File: src/rtl/port_rd_backend.sv
// Per-egress-port read engine: takes one packet descriptor, streams its words out of
// the selected SRAM with sequential reads, and reports the freed space on completion.
module port_rd_backend #(
  parameter int unsigned DATA_W     = 16,
  parameter int unsigned ADDR_W     = 11,
  parameter int unsigned LEN_W      = 9,
  parameter int unsigned RD_LATENCY = 1
) (
  input  logic              clk,
  input  logic              rst,
  input  logic              pkt_avail,
  input  logic [4:0]        pkt_sram,
  input  logic [ADDR_W-1:0] pkt_head,
  input  logic [LEN_W-1:0]  pkt_len,
  output logic              pkt_ack,
  output logic              sram_rd_en,
  output logic [4:0]        sram_rd_sel,
  output logic [ADDR_W-1:0] sram_rd_addr,
  input  logic [DATA_W-1:0] sram_rd_data,
  input  logic              ready,
  output logic              rd_sop,
  output logic              rd_vld,
  output logic [DATA_W-1:0] rd_data,
  output logic              rd_eop,
  output logic              done,
  output logic [4:0]        done_sram,
  output logic [LEN_W-1:0]  done_len,
  output logic              busy
);

  localparam logic [1:0] IDLE  = 2'd0;
  localparam logic [1:0] ISSUE = 2'd1;
  localparam logic [1:0] DRAIN = 2'd2;

  logic [1:0]            state_q, state_d;
  logic [4:0]            sram_q, sram_d;
  logic [ADDR_W-1:0]     head_q, head_d;
  logic [LEN_W-1:0]      len_q, len_d;
  logic [LEN_W-1:0]      cnt_q, cnt_d;
  logic [RD_LATENCY-1:0] vld_q, vld_d;
  logic [DATA_W-1:0]     data_q, data_d;
  logic                  eop_q, eop_d;
  logic [4:0]            done_sram_q, done_sram_d;
  logic [LEN_W-1:0]      done_len_q, done_len_d;

  logic issue;
  logic last_issue;
  logic tail_only;

  assign issue      = (state_q == ISSUE);
  assign last_issue = issue && (cnt_q == (len_q - LEN_W'(1)));

  assign pkt_ack      = (state_q == IDLE) && pkt_avail && ready && !rst;
  assign busy         = (state_q != IDLE) && !rst;
  assign sram_rd_en   = issue;
  assign sram_rd_sel  = issue ? sram_q : '0;
  assign sram_rd_addr = issue ? (head_q + ADDR_W'(cnt_q)) : '0;
  assign rd_sop       = issue && (cnt_q == '0);
  assign rd_vld       = vld_q[RD_LATENCY-1];
  assign rd_data      = rd_vld ? sram_rd_data : data_q;
  assign rd_eop       = eop_q;
  assign done         = eop_q;
  assign done_sram    = done_sram_q;
  assign done_len     = done_len_q;

  // The last word is on the bus when only the tail of the valid pipeline is set,
  // since nothing is issued once DRAIN is entered.
  always_comb begin
    tail_only = vld_q[RD_LATENCY-1];
    for (int unsigned i = 0; i + 1 < RD_LATENCY; i++) begin
      if (vld_q[i]) tail_only = 1'b0;
    end
  end

  always_comb begin
    vld_d    = '0;
    vld_d[0] = issue;
    for (int unsigned i = 1; i < RD_LATENCY; i++) begin
      vld_d[i] = vld_q[i-1];
    end
  end

  always_comb begin
    state_d     = state_q;
    sram_d      = sram_q;
    head_d      = head_q;
    len_d       = len_q;
    cnt_d       = cnt_q;
    eop_d       = 1'b0;
    done_sram_d = done_sram_q;
    done_len_d  = done_len_q;
    data_d      = rd_data;
    case (state_q)
      IDLE: begin
        if (pkt_ack) begin
          sram_d = pkt_sram;
          head_d = pkt_head;
          len_d  = pkt_len;
          cnt_d  = '0;
          // Zero-length descriptors are consumed without generating any traffic.
          if (pkt_len != '0) state_d = ISSUE;
        end
      end
      ISSUE: begin
        cnt_d = cnt_q + LEN_W'(1);
        if (last_issue) state_d = DRAIN;
      end
      DRAIN: begin
        if (tail_only) begin
          eop_d       = 1'b1;
          done_sram_d = sram_q;
          done_len_d  = len_q;
          state_d     = IDLE;
        end
      end
      default: state_d = IDLE;
    endcase
  end

  always_ff @(posedge clk) begin
    if (rst) begin
      state_q     <= IDLE;
      sram_q      <= '0;
      head_q      <= '0;
      len_q       <= '0;
      cnt_q       <= '0;
      vld_q       <= '0;
      data_q      <= '0;
      eop_q       <= 1'b0;
      done_sram_q <= '0;
      done_len_q  <= '0;
    end else begin
      state_q     <= state_d;
      sram_q      <= sram_d;
      head_q      <= head_d;
      len_q       <= len_d;
      cnt_q       <= cnt_d;
      vld_q       <= vld_d;
      data_q      <= data_d;
      eop_q       <= eop_d;
      done_sram_q <= done_sram_d;
      done_len_q  <= done_len_d;
    end
  end

endmodule

File: config.mk
export PLATFORM = sky130hd
export DESIGN_NAME = port_rd_backend
export DESIGN_NICKNAME = d
export VERILOG_FILES = /design/src/rtl/port_rd_backend.sv
export SDC_FILE = /design/constraint.sdc
export NUM_CORES = 1
export LEC_CHECK = 0
export ABC_CLOCK_PERIOD_IN_PS = 1900
export BUFFER_PORTS_ARGS = -buffer_cell sky130_fd_sc_hd__buf_4
export CORE_MARGIN = 5
export CORE_UTILIZATION = 33
export DETAILED_ROUTE_END_ITERATION = 6
export SLEW_MARGIN = 30
export SYNTH_ARGS = -nofsm -noshare
export SYNTH_HDL_FRONTEND = slang
export SYNTH_SLANG_ARGS = --single-unit
File: constraint.sdc
create_clock -name clk -period 1.9 [get_ports clk]
set_clock_uncertainty 0.15 [all_clocks]
set_input_delay 0.095 -clock clk [delete_from_list [all_inputs] [get_ports clk]]
set_output_delay 0.095 -clock clk [all_outputs]
set_load 0.01 [all_outputs]
Word-level counts from Yosys, hierarchy flattened
Index checks and enable logic that the tools add are counted.
Word-level totals
  bits of input ports: 45
  output and inout port bits: 53
  flip-flop bits (word level): 68
Operators by class
  eq/ne operators: 7
  reduce and logical (&&, ||, !) cells: 17
  bitwise logic cells: 1
  add/sub/neg operators: 3
  muxes and demuxes: 11
Operators with widths (number)
  $pmux 9 s2: 1
  $mux 16: 1
  $add 11x9->11: 1
  $mux 11: 1
  $add 9x1->9 const B: 1
  $eq 9x9->1: 1
  $logic_not 9->1: 1
  $mux 9: 1
  $reduce_bool 9->1: 1
  $sub 9x1->9 const B: 1
  $mux 2: 4
  $logic_and 1x1->1: 6
  $pmux 2 s3: 1
  $reduce_and 2->1: 3
  $mux 5: 1
  $ne 2x1->1 const B: 2
  $ne 2x2->1 const B: 2
  $reduce_and 4->1: 1
  $reduce_bool 2->1: 2
  $eq 2x1->1 const B: 1
  $eq 2x2->1 const B: 1
  $logic_not 2->1: 1
  $reduce_or 2->1: 1
  $logic_not 1->1: 1
  2 further kinds: 2

Longest topological paths before layout
  word-level depth: 6
  gate-level depth with buffers: 7
  gate-level depth less buffers: 7

Worst setup path before layout
Ideal clock, no wire load.
  kind: register -> output
  from: register cnt_q[0]
  to: output port sram_rd_addr[8]
  cell stages (with the launch flop): 8
  path buffers: 0
  data required time: 1.655 ns
  setup slack: -0.296 ns
  data arrival time: 1.951 ns
  cell sequence: dfxtp_1 ha_1 fa_1 a21o_1 a21oi_1 o21bai_1 a31oi_1 mux2i_1
On the way
  cells in the longest elaborated chain, start to end: 2
Ends and longest elaborated chain
  start: declaration: RTL line 39  | logic [LEN_W-1:0] cnt_q, cnt_d;
  start signal: assignment: RTL line 137  | cnt_q <= cnt_d;
  $add 11x9->11: RTL line 57  | assign sram_rd_addr = issue ? (head_q + ADDR_W'(cnt_q)) : '0;
  $mux 11: RTL line 57
  end: declaration: RTL line 18  | output logic [ADDR_W-1:0] sram_rd_addr,
No other way between the ends.

Worst setup path in the final report
  from: register head_q[0]
  to: output port sram_rd_addr[8]
On the way
  cells in the longest elaborated chain, start to end: 2
Ends and longest elaborated chain
  start: declaration: RTL line 37  | logic [ADDR_W-1:0] head_q, head_d;
  start signal: assignment: RTL line 124  | head_q <= '0;
  start signal: assignment: RTL line 135  | head_q <= head_d;
  $add 11x9->11: RTL line 57
  $mux 11: RTL line 57
No other way between the ends.

==> out/metrics.cfg <==
[power]
clkPwrFrac=0.363
power_per_cell_area_nw_per_um2=606
comb_power_share=0.181
total_switching_power_uw=894
share_seq_of_total_power=0.456
p_leak_uw=0.00250
internal-power_uw=2420
switching_share=0.270
ir_drop_uv=430

[yosys]
synth.mux.area_fraction=0.0671
synth.cell_area_um2=3450
synthAdderAreaFrac=0.0493
synth_cell_type_count=46
synth.avg_cell_area_um2=8.38
synth.ff_latch_count=68
simple_logic_cell_fraction_of_the_synthesized_area=0.291
gate_count_post_synth=412
synth_top_flop_cell=sky130_fd_sc_hd__dfxtp_1
synth-async-reset-ratio=0
yosys.area_share.xor_xnor=0.0355
yosysWarnings=0
synth_compound_gate_area_share=0.124
synth-seq-area-share=0.394
synth-edff-count=0
synth_top_family_by_area=simple AND/OR/NAND/NOR gates
synth.net_count=470

[worst_setup_path]
critical_path.max_fanout=3
crit_required_ns=1.65
cp_cell_sequence=ha_4, fa_2, a21o_1, a21oi_2, o21bai_1, a31oi_1, mux2i_1, buf_4
critPathSlowestCell=sky130_fd_sc_hd__dfxtp_2
worstPathBufferInverterCount=1
setup_crit_start_kind=flip-flop
critical_path_arrival_ns=2.17
endpoint_kind=output pin
critical_path.max_stage_delay_ns=0.34
critPathTopFamily=compound AO/OA/AOI/OAI gates
critical_path_class=flip-flop to output pin

[clock_tree]
clkLatencyLatePin_ns=0.34
clk_pin_slew_worst_paths_ns=0.08
clock_tree.htree_level_count=3
numClockSinks=68
cts_tree=yes
cts_made_buffers=9
cts-root-buf=sky130_fd_sc_hd__clkbuf_8
max-clock-path-buffers=2

[placed_design]
dp_slack_ns=-0.193
numPortBuffers=97
gp_congestion=0.858
placement.cell_area_um2=4600
dp_hpwl_mm=7.09
place_inst=663

[final_layout]
flow.area_growth_from_synthesis_pct=58.2
final_cell_mix=140 x sky130_fd_sc_hd__buf_4, 81 x sky130_fd_sc_hd__nand2_1, 56 x sky130_fd_sc_hd__dfxtp_1
post-route-cell-area_um2=5460
layout_commonest_cell=sky130_fd_sc_hd__buf_4
number_of_nets_in_the_layout=646
post_route_cells_drive_above_1_share=0.379
layoutNonFillerInstCount=729
antennaDiodeCount=0

[global_route]
grt_overflow=0
pin_count_of_the_biggest_net_entering_global_routing=70
grt_antenna_before_repair=0
number_of_global_route_vias_before_repair=3567
gr-usage-all-layers=0.163
grt_pass1_wl_mm=17.1

[route]
total_drc_errors_in_the_routed_layout=0
route.final.wire_length_mm=10.3
vias_per_cell=4.81
initialDrtViolationCount=150
drt.antenna.violating_nets=0
detail_route.wl_per_cell_um=14.1
drt_pass1_iterations=4
route.vias.total=3505

[sta]
final_period_minus_worst_setup_slack_ns=2.42
tns_ns=-3.57
maxSlewViolCount=0
fin_crit_sh=1.27
grt_setup_unrepaired=yes
maxClockFrequency_mhz=414
tightest_slew_ns=0.673
hold_violations=0
finalSetupViolCount=11
setup_ws_ns=-0.517
timing.max_slew.rel_slack=0.551

[floorplan]
die_area_um2=12600
floorplan.initialDensity=0.336
ios=98
die_width_um=112
fp.dieH_um=112
fp.coreArea_um2=10300
placementRows=37

[outcome]
status=finished with violations
failed_checks=negative setup slack

[hold_path]
hold_class=input pin to flip-flop

[flow_run]
max_cap_violations=0

==> worst min-delay path, cell delays in order <==
cell and delay (ns):
sky130_fd_sc_hd__buf_4 0.08, sky130_fd_sc_hd__or4_1 0.13, sky130_fd_sc_hd__nor4_1 0.07, sky130_fd_sc_hd__buf_4 0.13, sky130_fd_sc_hd__o32ai_2 0.10
==> layout make-up <==
cell class / count / area [um^2]
Tap cell: 136 / 170
Clock inverter: 7 / 73.8
Sequential cell: 68 / 1380
Fill cell: 962 / 4820
Clock buffer: 9 / 124
Inverter: 11 / 41.3
Timing Repair Buffer: 189 / 1550
Multi-Input combinational cell: 309 / 2120
==> synthesized netlist by cell type, types with 10 or more instances <==
cell type,n,share of area
sky130_fd_sc_hd__clkbuf_1,21,0.023
sky130_fd_sc_hd__nor2_1,18,0.020
sky130_fd_sc_hd__nor2b_1,16,0.029
sky130_fd_sc_hd__a21oi_1,30,0.043
sky130_fd_sc_hd__inv_1,11,0.012
sky130_fd_sc_hd__nand2_1,81,0.088
sky130_fd_sc_hd__ha_1,12,0.043
sky130_fd_sc_hd__mux2_2,17,0.055
sky130_fd_sc_hd__nand3_1,10,0.014
sky130_fd_sc_hd__nand3b_1,24,0.052
sky130_fd_sc_hd__dfxtp_1,68,0.39
==> power by group through the flow <==
stage / sequential, uW / clock [uW] / combinational, uW
2_1_floorplan: 1540 / 0 / 263
3_3_place_gp: 1540 / 0 / 488
3_5_place_dp: 1540 / 0 / 496
4_1_cts: 1510 / 1240 / 582
5_1_grt: 1520 / 1310 / 654
6_report: 1510 / 1200 / 598
==> through the flow <==
step           utilization  total power (uW)  hold slack [ns]
2_1_floorplan            -              1800           0.0439
3_3_place_gp         0.447              2030            0.129
3_5_place_dp         0.447              2040            0.132
4_1_cts              0.524              3330            0.152
5_1_grt              0.531              3480            0.211
6_report             0.531              3310            0.166
==> state kept, by name (all words and copies together) (netlist names) <==
signal     flops
rd_vld         1
done_sram      5
len_q          9
cnt_q          9
done           1
data_q        16
state_q        2
sram_q         5
done_len       9
head_q        11
==> routing by layer <==
metal / GRT usage / vias to the layer above / wire length [um]
li1: - / 1769 / -
met1: 0.212 / 1654 / 4750
met2: 0.268 / 68 / 4900
met3: 0.0356 / 14 / 429
met4: 0.0553 / 0 / 174
met5: 0 / - / 0
==> cells by family (layout without fill, tap and decap cells) <==
| logic type | after synthesis | after routing |
|---|---|---|
| xor gates and xnor gates | 14 | 14 |
| DFF | 68 | 68 |
| and+or+nand+nor | 195 | 195 |
| adders and majority gates | 13 | 13 |
| buffers and inverters | 35 | 216 |
| AOI/OAI and AO/OA | 66 | 66 |
| muxes | 21 | 21 |
==> path summary, 6_finish.rpt <==
check | startpoint | end | slack (ns) | depth (start not counted)
setup / recovery | head_q[0] | sram_rd_addr[8] | -0.52 | 8
hold / removal | pkt_len[5] | state_q[0] | 0.17 | 5
setup reg to reg | len_q[4] | state_q[0] | -0.05 | 5
hold reg to reg | done_len[4] | done_len[4] | 0.31 | 2
==> timing repair <==
action | 4_1_cts | 5_1_grt
gates resized for setup | 26 | 18
hold buffers | 41 | 0
hold endpoints to repair | 41 | 0
pin swaps | 18 | 16
endpoints found under the setup margin | 17 | 20
setup buffers | 9 | 4
(Power assumes the default switching activity.)
